## src/rtl/vga_rect_cmd_engine_if.sv

```systemverilog
// Bus bundle between the rectangle engine, the shared SRAM mailbox and the VGA pixel buffer.
interface vga_rect_cmd_engine_if #(
    parameter int unsigned SRAM_AW = 8,
    parameter int unsigned COLOR_W = 8
);
    // Shared-SRAM mailbox port
    logic [SRAM_AW-1:0] sram_address;
    logic [31:0]        sram_readdata;
    logic [31:0]        sram_writedata;
    logic               sram_write;
    // VGA pixel buffer port
    logic [31:0]        vga_sram_address;
    logic [COLOR_W-1:0] vga_sram_writedata;
    logic               vga_sram_write;
    // Status
    logic               busy;
    logic [15:0]        cmds_done;

    modport master (
        output sram_address, sram_writedata, sram_write,
        output vga_sram_address, vga_sram_writedata, vga_sram_write,
        output busy, cmds_done,
        input  sram_readdata
    );

    modport slave (
        input  sram_address, sram_writedata, sram_write,
        input  vga_sram_address, vga_sram_writedata, vga_sram_write,
        input  busy, cmds_done,
        output sram_readdata
    );
endinterface

```

## src/rtl/vga_rect_cmd_engine.sv

```systemverilog
// Batch rectangle engine: polls the SRAM mailbox, fetches up to MAX_CMDS commands,
// clips and rasterises each (fill or outline) one pixel per clock, then writes the
// pixel-count status word and clears the mailbox.
module vga_rect_cmd_engine #(
    parameter int unsigned SCREEN_W = 640,
    parameter int unsigned SCREEN_H = 480,
    parameter int unsigned SRAM_AW  = 8,
    parameter int unsigned COLOR_W  = 8,
    parameter int unsigned MAX_CMDS = 50,
    parameter int unsigned RD_LAT   = 2
) (
    input  logic                   clk,
    input  logic                   rst,
    vga_rect_cmd_engine_if.master  bus
);
    localparam logic [15:0] SW    = 16'(SCREEN_W);
    localparam logic [15:0] SH    = 16'(SCREEN_H);
    localparam logic [15:0] SW_M1 = 16'(SCREEN_W - 1);
    localparam logic [15:0] SH_M1 = 16'(SCREEN_H - 1);
    localparam logic [7:0]  LAT   = 8'(RD_LAT);

    typedef enum logic [2:0] {StPoll, StFetch, StPrep, StDraw, StNext, StWstat, StClear} state_e;

    state_e               state_q, state_d;
    logic [7:0]           cnt_q, cnt_d;
    logic [2:0]           word_q, word_d;
    logic [15:0]          n_q, n_d, idx_q, idx_d;
    logic [15:0]          x1_q, x1_d, y1_q, y1_d, x2_q, x2_d, y2_q, y2_d;
    logic [COLOR_W-1:0]   color_q, color_d;
    logic                 mode_q, mode_d;
    // xe/ye are the unclamped far edges; xb/yb are the on-screen raster limits
    logic [15:0]          xa_q, xa_d, xb_q, xb_d, xe_q, xe_d;
    logic [15:0]          ya_q, ya_d, yb_q, yb_d, ye_q, ye_d;
    logic [15:0]          x_q, x_d, y_q, y_d;
    logic [31:0]          row_q, row_d, pix_q, pix_d;
    logic [SRAM_AW-1:0]   addr_q, addr_d;
    logic [31:0]          wdata_q, wdata_d;
    logic                 wr_q, wr_d;
    logic [31:0]          vaddr_q, vaddr_d;
    logic [COLOR_W-1:0]   vdata_q, vdata_d;
    logic                 vwr_q, vwr_d;
    logic                 busy_q, busy_d;
    logic [15:0]          done_q, done_d;

    logic [15:0] xmin, xmax, ymin, ymax;
    logic        on_edge;

    assign bus.sram_address       = addr_q;
    assign bus.sram_writedata     = wdata_q;
    assign bus.sram_write         = wr_q;
    assign bus.vga_sram_address   = vaddr_q;
    assign bus.vga_sram_writedata = vdata_q;
    assign bus.vga_sram_write     = vwr_q;
    assign bus.busy               = busy_q;
    assign bus.cmds_done          = done_q;

    // Next-state and registered-output logic for the whole command pipeline
    always_comb begin
        state_d = state_q;
        cnt_d   = cnt_q;
        word_d  = word_q;
        n_d     = n_q;
        idx_d   = idx_q;
        x1_d    = x1_q;
        y1_d    = y1_q;
        x2_d    = x2_q;
        y2_d    = y2_q;
        color_d = color_q;
        mode_d  = mode_q;
        xa_d    = xa_q;
        xb_d    = xb_q;
        xe_d    = xe_q;
        ya_d    = ya_q;
        yb_d    = yb_q;
        ye_d    = ye_q;
        x_d     = x_q;
        y_d     = y_q;
        row_d   = row_q;
        pix_d   = pix_q;
        addr_d  = addr_q;
        wdata_d = wdata_q;
        wr_d    = 1'b0;
        vaddr_d = vaddr_q;
        vdata_d = vdata_q;
        vwr_d   = 1'b0;
        busy_d  = busy_q;
        done_d  = done_q;

        xmin    = (x1_q < x2_q) ? x1_q : x2_q;
        xmax    = (x1_q < x2_q) ? x2_q : x1_q;
        ymin    = (y1_q < y2_q) ? y1_q : y2_q;
        ymax    = (y1_q < y2_q) ? y2_q : y1_q;
        on_edge = !mode_q || (x_q == xa_q) || (x_q == xe_q) || (y_q == ya_q) || (y_q == ye_q);

        unique case (state_q)
            StPoll: begin
                if (cnt_q == LAT) begin
                    cnt_d = '0;
                    if (bus.sram_readdata != 32'd0) begin
                        n_d     = (bus.sram_readdata > 32'(MAX_CMDS)) ? 16'(MAX_CMDS)
                                                                      : bus.sram_readdata[15:0];
                        busy_d  = 1'b1;
                        pix_d   = '0;
                        idx_d   = '0;
                        word_d  = '0;
                        addr_d  = SRAM_AW'(1);
                        state_d = StFetch;
                    end
                end else begin
                    cnt_d = cnt_q + 8'd1;
                end
            end
            StFetch: begin
                if (cnt_q == LAT) begin
                    cnt_d = '0;
                    unique case (word_q)
                        3'd0:    x1_d = bus.sram_readdata[15:0];
                        3'd1:    y1_d = bus.sram_readdata[15:0];
                        3'd2:    x2_d = bus.sram_readdata[15:0];
                        3'd3:    y2_d = bus.sram_readdata[15:0];
                        default: begin
                            color_d = bus.sram_readdata[COLOR_W-1:0];
                            mode_d  = bus.sram_readdata[31];
                        end
                    endcase
                    // Address stays on the last word so no read is in flight while drawing
                    if (word_q == 3'd4) begin
                        state_d = StPrep;
                    end else begin
                        word_d = word_q + 3'd1;
                        addr_d = addr_q + SRAM_AW'(1);
                    end
                end else begin
                    cnt_d = cnt_q + 8'd1;
                end
            end
            StPrep: begin
                if (xmin >= SW || ymin >= SH) begin
                    state_d = StNext;
                end else begin
                    xa_d    = xmin;
                    xe_d    = xmax;
                    xb_d    = (xmax > SW_M1) ? SW_M1 : xmax;
                    ya_d    = ymin;
                    ye_d    = ymax;
                    yb_d    = (ymax > SH_M1) ? SH_M1 : ymax;
                    x_d     = xmin;
                    y_d     = ymin;
                    row_d   = 32'(ymin) * 32'(SCREEN_W);
                    state_d = StDraw;
                end
            end
            StDraw: begin
                if (on_edge) begin
                    vwr_d   = 1'b1;
                    vaddr_d = row_q + 32'(x_q);
                    vdata_d = color_q;
                    pix_d   = pix_q + 32'd1;
                end
                if (x_q == xb_q) begin
                    if (y_q == yb_q) begin
                        state_d = StNext;
                    end else begin
                        x_d   = xa_q;
                        y_d   = y_q + 16'd1;
                        row_d = row_q + 32'(SCREEN_W);
                    end
                end else begin
                    x_d = x_q + 16'd1;
                end
            end
            StNext: begin
                done_d = done_q + 16'd1;
                idx_d  = idx_q + 16'd1;
                if ((idx_q + 16'd1) < n_q) begin
                    word_d  = '0;
                    cnt_d   = '0;
                    addr_d  = addr_q + SRAM_AW'(1);
                    state_d = StFetch;
                end else begin
                    addr_d  = '1;
                    wdata_d = pix_q;
                    wr_d    = 1'b1;
                    state_d = StWstat;
                end
            end
            StWstat: begin
                addr_d  = '0;
                wdata_d = '0;
                wr_d    = 1'b1;
                state_d = StClear;
            end
            StClear: begin
                busy_d  = 1'b0;
                cnt_d   = '0;
                addr_d  = '0;
                wdata_d = '0;
                state_d = StPoll;
            end
            default: state_d = StPoll;
        endcase
    end

    // State and output registers; reset clears everything at once
    always_ff @(posedge clk or posedge rst) begin
        if (rst) begin
            state_q <= StPoll;
            cnt_q   <= '0;
            word_q  <= '0;
            n_q     <= '0;
            idx_q   <= '0;
            x1_q    <= '0;
            y1_q    <= '0;
            x2_q    <= '0;
            y2_q    <= '0;
            color_q <= '0;
            mode_q  <= 1'b0;
            xa_q    <= '0;
            xb_q    <= '0;
            xe_q    <= '0;
            ya_q    <= '0;
            yb_q    <= '0;
            ye_q    <= '0;
            x_q     <= '0;
            y_q     <= '0;
            row_q   <= '0;
            pix_q   <= '0;
            addr_q  <= '0;
            wdata_q <= '0;
            wr_q    <= 1'b0;
            vaddr_q <= '0;
            vdata_q <= '0;
            vwr_q   <= 1'b0;
            busy_q  <= 1'b0;
            done_q  <= '0;
        end else begin
            state_q <= state_d;
            cnt_q   <= cnt_d;
            word_q  <= word_d;
            n_q     <= n_d;
            idx_q   <= idx_d;
            x1_q    <= x1_d;
            y1_q    <= y1_d;
            x2_q    <= x2_d;
            y2_q    <= y2_d;
            color_q <= color_d;
            mode_q  <= mode_d;
            xa_q    <= xa_d;
            xb_q    <= xb_d;
            xe_q    <= xe_d;
            ya_q    <= ya_d;
            yb_q    <= yb_d;
            ye_q    <= ye_d;
            x_q     <= x_d;
            y_q     <= y_d;
            row_q   <= row_d;
            pix_q   <= pix_d;
            addr_q  <= addr_d;
            wdata_q <= wdata_d;
            wr_q    <= wr_d;
            vaddr_q <= vaddr_d;
            vdata_q <= vdata_d;
            vwr_q   <= vwr_d;
            busy_q  <= busy_d;
            done_q  <= done_d;
        end
    end
endmodule

```

## src/flat_wrapper.sv

```systemverilog
// flat-port wrapper written by rule: the top's interface ports become plain ports
module vga_rect_cmd_engine_flat 
#(
    parameter int unsigned SCREEN_W = 640,
    parameter int unsigned SCREEN_H = 480,
    parameter int unsigned SRAM_AW  = 8,
    parameter int unsigned COLOR_W  = 8,
    parameter int unsigned MAX_CMDS = 50,
    parameter int unsigned RD_LAT   = 2
)
  (clk, rst, bus_sram_address, bus_sram_writedata, bus_sram_write, bus_vga_sram_address, bus_vga_sram_writedata, bus_vga_sram_write, bus_busy, bus_cmds_done, bus_sram_readdata);
  vga_rect_cmd_engine_if #(.SRAM_AW(SRAM_AW), .COLOR_W(COLOR_W)) bus_i ();
  input  logic clk;
  input  logic rst;
  output wire logic [$bits(bus_i.sram_address)-1:0] bus_sram_address;
  output wire logic [$bits(bus_i.sram_writedata)-1:0] bus_sram_writedata;
  output wire logic [$bits(bus_i.sram_write)-1:0] bus_sram_write;
  output wire logic [$bits(bus_i.vga_sram_address)-1:0] bus_vga_sram_address;
  output wire logic [$bits(bus_i.vga_sram_writedata)-1:0] bus_vga_sram_writedata;
  output wire logic [$bits(bus_i.vga_sram_write)-1:0] bus_vga_sram_write;
  output wire logic [$bits(bus_i.busy)-1:0] bus_busy;
  output wire logic [$bits(bus_i.cmds_done)-1:0] bus_cmds_done;
  input wire logic [$bits(bus_i.sram_readdata)-1:0] bus_sram_readdata;
  assign bus_sram_address = bus_i.sram_address;
  assign bus_sram_writedata = bus_i.sram_writedata;
  assign bus_sram_write = bus_i.sram_write;
  assign bus_vga_sram_address = bus_i.vga_sram_address;
  assign bus_vga_sram_writedata = bus_i.vga_sram_writedata;
  assign bus_vga_sram_write = bus_i.vga_sram_write;
  assign bus_busy = bus_i.busy;
  assign bus_cmds_done = bus_i.cmds_done;
  assign bus_i.sram_readdata = bus_sram_readdata;
  vga_rect_cmd_engine #(.SCREEN_W(SCREEN_W), .SCREEN_H(SCREEN_H), .SRAM_AW(SRAM_AW), .COLOR_W(COLOR_W), .MAX_CMDS(MAX_CMDS), .RD_LAT(RD_LAT)) u_core (.clk(clk), .rst(rst), .bus(bus_i));
endmodule
```

## config.mk

```make
export PLATFORM = sky130hd
export DESIGN_NAME = vga_rect_cmd_engine_flat
export DESIGN_NICKNAME = d
export VERILOG_FILES = /design/src/rtl/vga_rect_cmd_engine_if.sv /design/src/rtl/vga_rect_cmd_engine.sv /design/src/flat_wrapper.sv
export SDC_FILE = /design/constraint.sdc
export NUM_CORES = 1
export LEC_CHECK = 0
export BUFFER_PORTS_ARGS = -buffer_cell sky130_fd_sc_hd__buf_4
export CAP_MARGIN = 25
export CORE_ASPECT_RATIO = 2
export CORE_MARGIN = 2
export CORE_UTILIZATION = 45
export DETAILED_ROUTE_END_ITERATION = 12
export SKIP_CTS_REPAIR_TIMING = 1
export SYNTH_ARGS = -nofsm -noshare
export SYNTH_HDL_FRONTEND = slang
export SYNTH_SLANG_ARGS = --single-unit
```

## constraint.sdc

```tcl
create_clock -name clk -period 22.3 [get_ports clk]
set_clock_uncertainty 0.05 [all_clocks]
set_input_delay 3.345 -clock clk [delete_from_list [all_inputs] [get_ports clk]]
set_output_delay 3.345 -clock clk [all_outputs]
set_load 0.03 [all_outputs]
```

## Word-level counts from Yosys, hierarchy flattened

Index checks and enable logic that the tools add are counted.

- Register bits: 410
- Word-level logic and storage cells: 177
- Input bits: 34
- Output and inout bits: 99

- Reduce and logical (&&, ||, !) cells: 38
- Mux-type cells: 59
- Order comparisons: 8
- Add/subtract/negate cells: 10
- Equal/unequal tests: 30
- Multiply operators: 1
- Bitwise operators: 2

Operator list:

| cell | number |
|---|---|
| $mux W16 | 15 |
| $mux W32 | 7 |
| $pmux W32 S2 | 3 |
| $eq A16 B16 Y1 | 6 |
| $pmux W16 S2 | 3 |
| $add A16 B1 Y16 const B | 4 |
| $mux W8 | 7 |
| $lt A16 B16 Y1 | 3 |
| $mux W3 | 13 |
| $add A32 B1 Y32 const B | 1 |
| $add A32 B10 Y32 const B | 1 |
| $add A32 B16 Y32 | 1 |
| $gt A32 B6 Y1 const B | 1 |
| $pmux W8 S4 | 1 |
| $reduce_bool A32 Y1 | 1 |
| $reduce_and A3 Y1 | 9 |
| $pmux W8 S3 | 1 |
| $mul A16 B3 Y19 const B | 1 |
| $pmux W3 S6 | 1 |
| $add A8 B1 Y8 const B | 2 |
| $ge A16 B10 Y1 const B | 1 |
| $ge A16 B9 Y1 const B | 1 |
| $gt A16 B10 Y1 const B | 1 |
| $gt A16 B9 Y1 const B | 1 |
| 24 further kinds | 63 |

## Longest topological paths before layout

- Word-level depth: 7
- Depth in mapped cells: 19
- Mapped depth without buffers: 18

## Least setup slack after synthesis

No wires, ideal clock.

- Path kind: input to register
- From: input port bus_sram_readdata[31]
- To: register u_core.pix_q[16]
- Arrival time: 5.191 ns
- Setup time: 0.095 ns
- Path buffers: 2
- Slack: 16.964 ns
- Required time: 22.155 ns
- Cell stages on the path: 9
- Cell sequence: nor4_1 -> nand4_1 -> nor4_1 -> nor2_1 -> nand3_1 -> clkbuf_1 -> buf_1 -> o211ai_1 -> o31ai_1

- Word-level cells in the longest chain between the ends: 3

RTL lines:

| item | RTL line | text |
|---|---|---|
| from (decl) | flat_wrapper.sv:23 | `input wire logic [$bits(bus_i.sram_readdata)-1:0] bus_sram_readdata;` |
| $reduce_bool A32 Y1 | vga_rect_cmd_engine.sv:99 | `if (bus.sram_readdata != 32'd0) begin` |
| $ne A2 B1 Y1 (no source line) | n/a |  |
| $reduce_and A4 Y1 (no source line) | n/a |  |
| to (signal assigned) | vga_rect_cmd_engine.sv:257 | `pix_q <= pix_d;` |
| to (decl) | vga_rect_cmd_engine.sv:35 | `logic [31:0] row_q, row_d, pix_q, pix_d;` |

Every way passes these cells.
A chain may end at the register's enable or synchronous reset.

## Worst setup path in the final report

- From: register u_core.y2_q[11]
- To: register u_core.row_q[24]

- Word-level cells in the longest chain between the ends: 6
- Elaborated cells between the ends (all ways): 9

RTL lines:

| item | RTL line | text |
|---|---|---|
| from (decl) | vga_rect_cmd_engine.sv:28 | `logic [15:0] x1_q, x1_d, y1_q, y1_d, x2_q, x2_d, y2_q, y2_d;` |
| from (signal assigned) | vga_rect_cmd_engine.sv:245 | `y2_q <= y2_d;` |
| $lt A16 B16 Y1 (*) | vga_rect_cmd_engine.sv:91 | `ymin = (y1_q < y2_q) ? y1_q : y2_q;` |
| $mux W16 (*) | vga_rect_cmd_engine.sv:91 |  |
| named net u_core.ymin[1] | vga_rect_cmd_engine.sv:45 | `logic [15:0] xmin, xmax, ymin, ymax;` |
| parallel branches: the longest is 4 deep, another holds $mul A16 B3 Y19 | n/a |  |
| to (signal assigned) | vga_rect_cmd_engine.sv:256 | `row_q <= row_d;` |
| to (decl) | vga_rect_cmd_engine.sv:35 |  |

Mark *: on every way through the listed nets, which the timed path passes. The select of a mux whose other input is x is not followed.

==> metrics.cfg <==
[worst_setup_path]
cp-start-kind=flop
cp.required_ps=22680
critical_path_class=reg -> reg
endpoint_kind=flop
cp_max_fo=36
worstPathArrival_ps=6390

[timing]
timing.fmax_ghz=0.167
hold_viol=0
min_period_over_period=0.269
min_period_ps=6000
slew_violations=0
setup_viol=0
setup_slack_ps=16300
slew_headroom=0.267
rsz0062_at_grt=no
worst_slew_pin_slew_ps=1070
tns_ps=0

[synthesis]
synthCells=2256
synth_top_family_by_area=simple AND/OR/NAND/NOR gates
yosys.area_share.adder=0.0515
synth_edf_count=0
synth_xor_area_frac=0.0733
synth_most_common_cell=dfrtp_1
synthTopCellsByArea=dfrtp_1, mux2_2, ha_1, xor2_1, o21ai_0
yosys.area_share.simple=0.153
syn_avg_cell_area_sq_um=9.75
synth_top_area_share=0.459
seq_area_frac_synth=0.459
ys_types=72
synthTopCellsByCount=dfrtp_1, nand2_1, o21ai_0, nor2_1, a21oi_1
ys_seq_elements=403
yosys_warnings=0
synthArstFlopShare=1.00
synth_compound_area_frac=0.140
netlist_area_sq_um=22000
ys.flop_type=dfrtp_1
syn_nets=2380
synth_mux_area_frac=0.0834
yosysTopAreaCell=dfrtp_1

[global_routing]
grt_max_degree=113
grt_antenna_before_repair=0
grt_pass1_vias=17600
grt-ovfl-total=0
grt.total_usage=0.249
grt_pass1_wl_microns=98700

[floorplan]
start_util=0.455
dieHeight_microns=317
core_sq_um=48400
dieArea_sq_um=50800
ios=133
rows=114
die_w_microns=160

[drt]
drtIter0Drc=1054
drt_pass1_iterations=5
vias=17300
ant_nets=0
wl_per_cell_microns=21.1
via_per_inst=5.77
drt-total-wl_microns=63400
drc=0

[placement]
dpl_worst_slack_ps=15420
placedCellCount=2927
place_congestion=0.903
io_buffers=132
dp_hpwl_microns=47100

[outcome]
status=finished, final reports clean

[clock_tree]
cts_tree=built
cts.clk_slew.worst_paths_ps=70
numCtsBuffers=38
htree_levels=2
cts_sinks=403
clk_latency_ps=550
cts-root-buf=clkbuf_16
clock_path_buffers=3

[cells_and_area]
antenna-diode-count=0
final_nets=2456
layoutNonFillerInstCount=2999
drive_gt1_frac=0.157
synthToLayoutAreaGrowth_pct=13.2

[job]
cap_violations=0

[power_and_ir_drop]
p_per_area_nw_per_um2=145
peakVddDrop_mv=0.0791
power_leakage_nw=12.0

[min_path]
holdCritPathClass=reg -> reg

routing by layer:
layer / global-route usage / part of all wire / up-vias
met5: 0 / 0 / -
li1: - / - / 8146
met3: 0.0243 / 0.031 / 167
met2: 0.482 / 0.55 / 434
met1: 0.245 / 0.34 / 8562
met4: 0.178 / 0.081 / 0
report_power, final:
part / total [mW] / internal [mW] / switching [mW]
Combinational: 1.86 / 0.732 / 1.13
Clock: 0.658 / 0.363 / 0.295
Sequential: 1.10 / 0.869 / 0.229
Total: 3.62 / 1.96 / 1.66
critical path: stages, from the launching register on:
cell and delay [ps]:
dfrtp_1 430, inv_1 80, ha_1 300, and4_1 220, nor4b_2 340, a21oi_1 180
a21oi_4 460, buf_4 510, mux2_2 510, ha_1 330, ha_1 240, fa_1 430
a211oi_1 340, o21ai_0 220, a31oi_1 260, a21oi_1 140, a2111oi_0 460, a21oi_1 160
o22a_1 200
registers in the layout (all words and copies together), names as in the netlist, 25 cells and up:
| register | flops |
|---|---|
| u_core.bus.vga_sram_address | 32 |
| u_core.bus.sram_writedata | 32 |
| u_core.row_q | 25 |
| u_core.pix_q | 32 |
through the flow:
| stage | util | hold slack (ps) | area [sq um] | power (mW) |
|---|---|---|---|---|
| 2_1_floorplan | - | 383 | 22000 | 2.32 |
| 3_3_place_gp | 0.487 | 416 | 23500 | 2.91 |
| 3_5_place_dp | 0.488 | 424 | 23600 | 2.96 |
| 4_1_cts | 0.514 | 434 | 24800 | 3.63 |
| 5_1_grt | 0.515 | 460 | 24900 | 3.85 |
| 6_report | 0.515 | 432 | 24900 | 3.62 |
kinds of logic after synthesis:
kind of cell / Yosys count
mux: 170
xor+xnor: 184
fa+ha+maj: 90
simple gates: 681
flops: 403
buf+inv: 228
compound gates: 500
path summary, 6_finish.rpt:
path / start / endpoint / slack (ps) / cells past startpoint
setup / recovery: u_core.y2_q[11] / u_core.row_q[24] / 16300 / 18
min in group asynchronous: rst / u_core.bus.sram_writedata[22] / 2910 / 2
max in group asynchronous: rst / u_core.color_q[1] / 16510 / 7
hold / removal: u_core.cnt_q[7] / u_core.cnt_q[7] / 430 / 1
setup reg to reg: u_core.y2_q[11] / u_core.row_q[24] / 16300 / 18
hold reg to reg: u_core.cnt_q[7] / u_core.cnt_q[7] / 430 / 1
cells in the final DEF (no fill, tap or decap), types with 13 or more instances in the layout:
cell         n
dfrtp_1    403
nand2_1    189
buf_4      164
o21ai_0    151
nor2_1     146
a21oi_1    143
xor2_1     122
mux2_2     106
inv_1       92
ha_1        89
mux2i_1     64
nand3_1     63
xnor2_1     62
a31oi_1     44
a22o_1      42
nor3_1      41
and2_1      40
nor4_1      40
and3_1      39
clkbuf_16   39
nand4_1     35
o31ai_1     17
or3_1       15
o22a_1      15
clkinv_2    13
layout make-up:
| type | count | area (sq um) |
|---|---|---|
| Fill cell | 4476 | 23500 |
| Multi-Input combinational cell | 1625 | 11100 |
| Sequential cell | 403 | 10100 |
| Timing Repair Buffer | 169 | 1340 |
| Clock buffer | 50 | 1070 |
| Tap cell | 638 | 798 |
| Inverter | 95 | 364 |
| Clock inverter | 19 | 160 |
(Power assumes the default switching activity.)
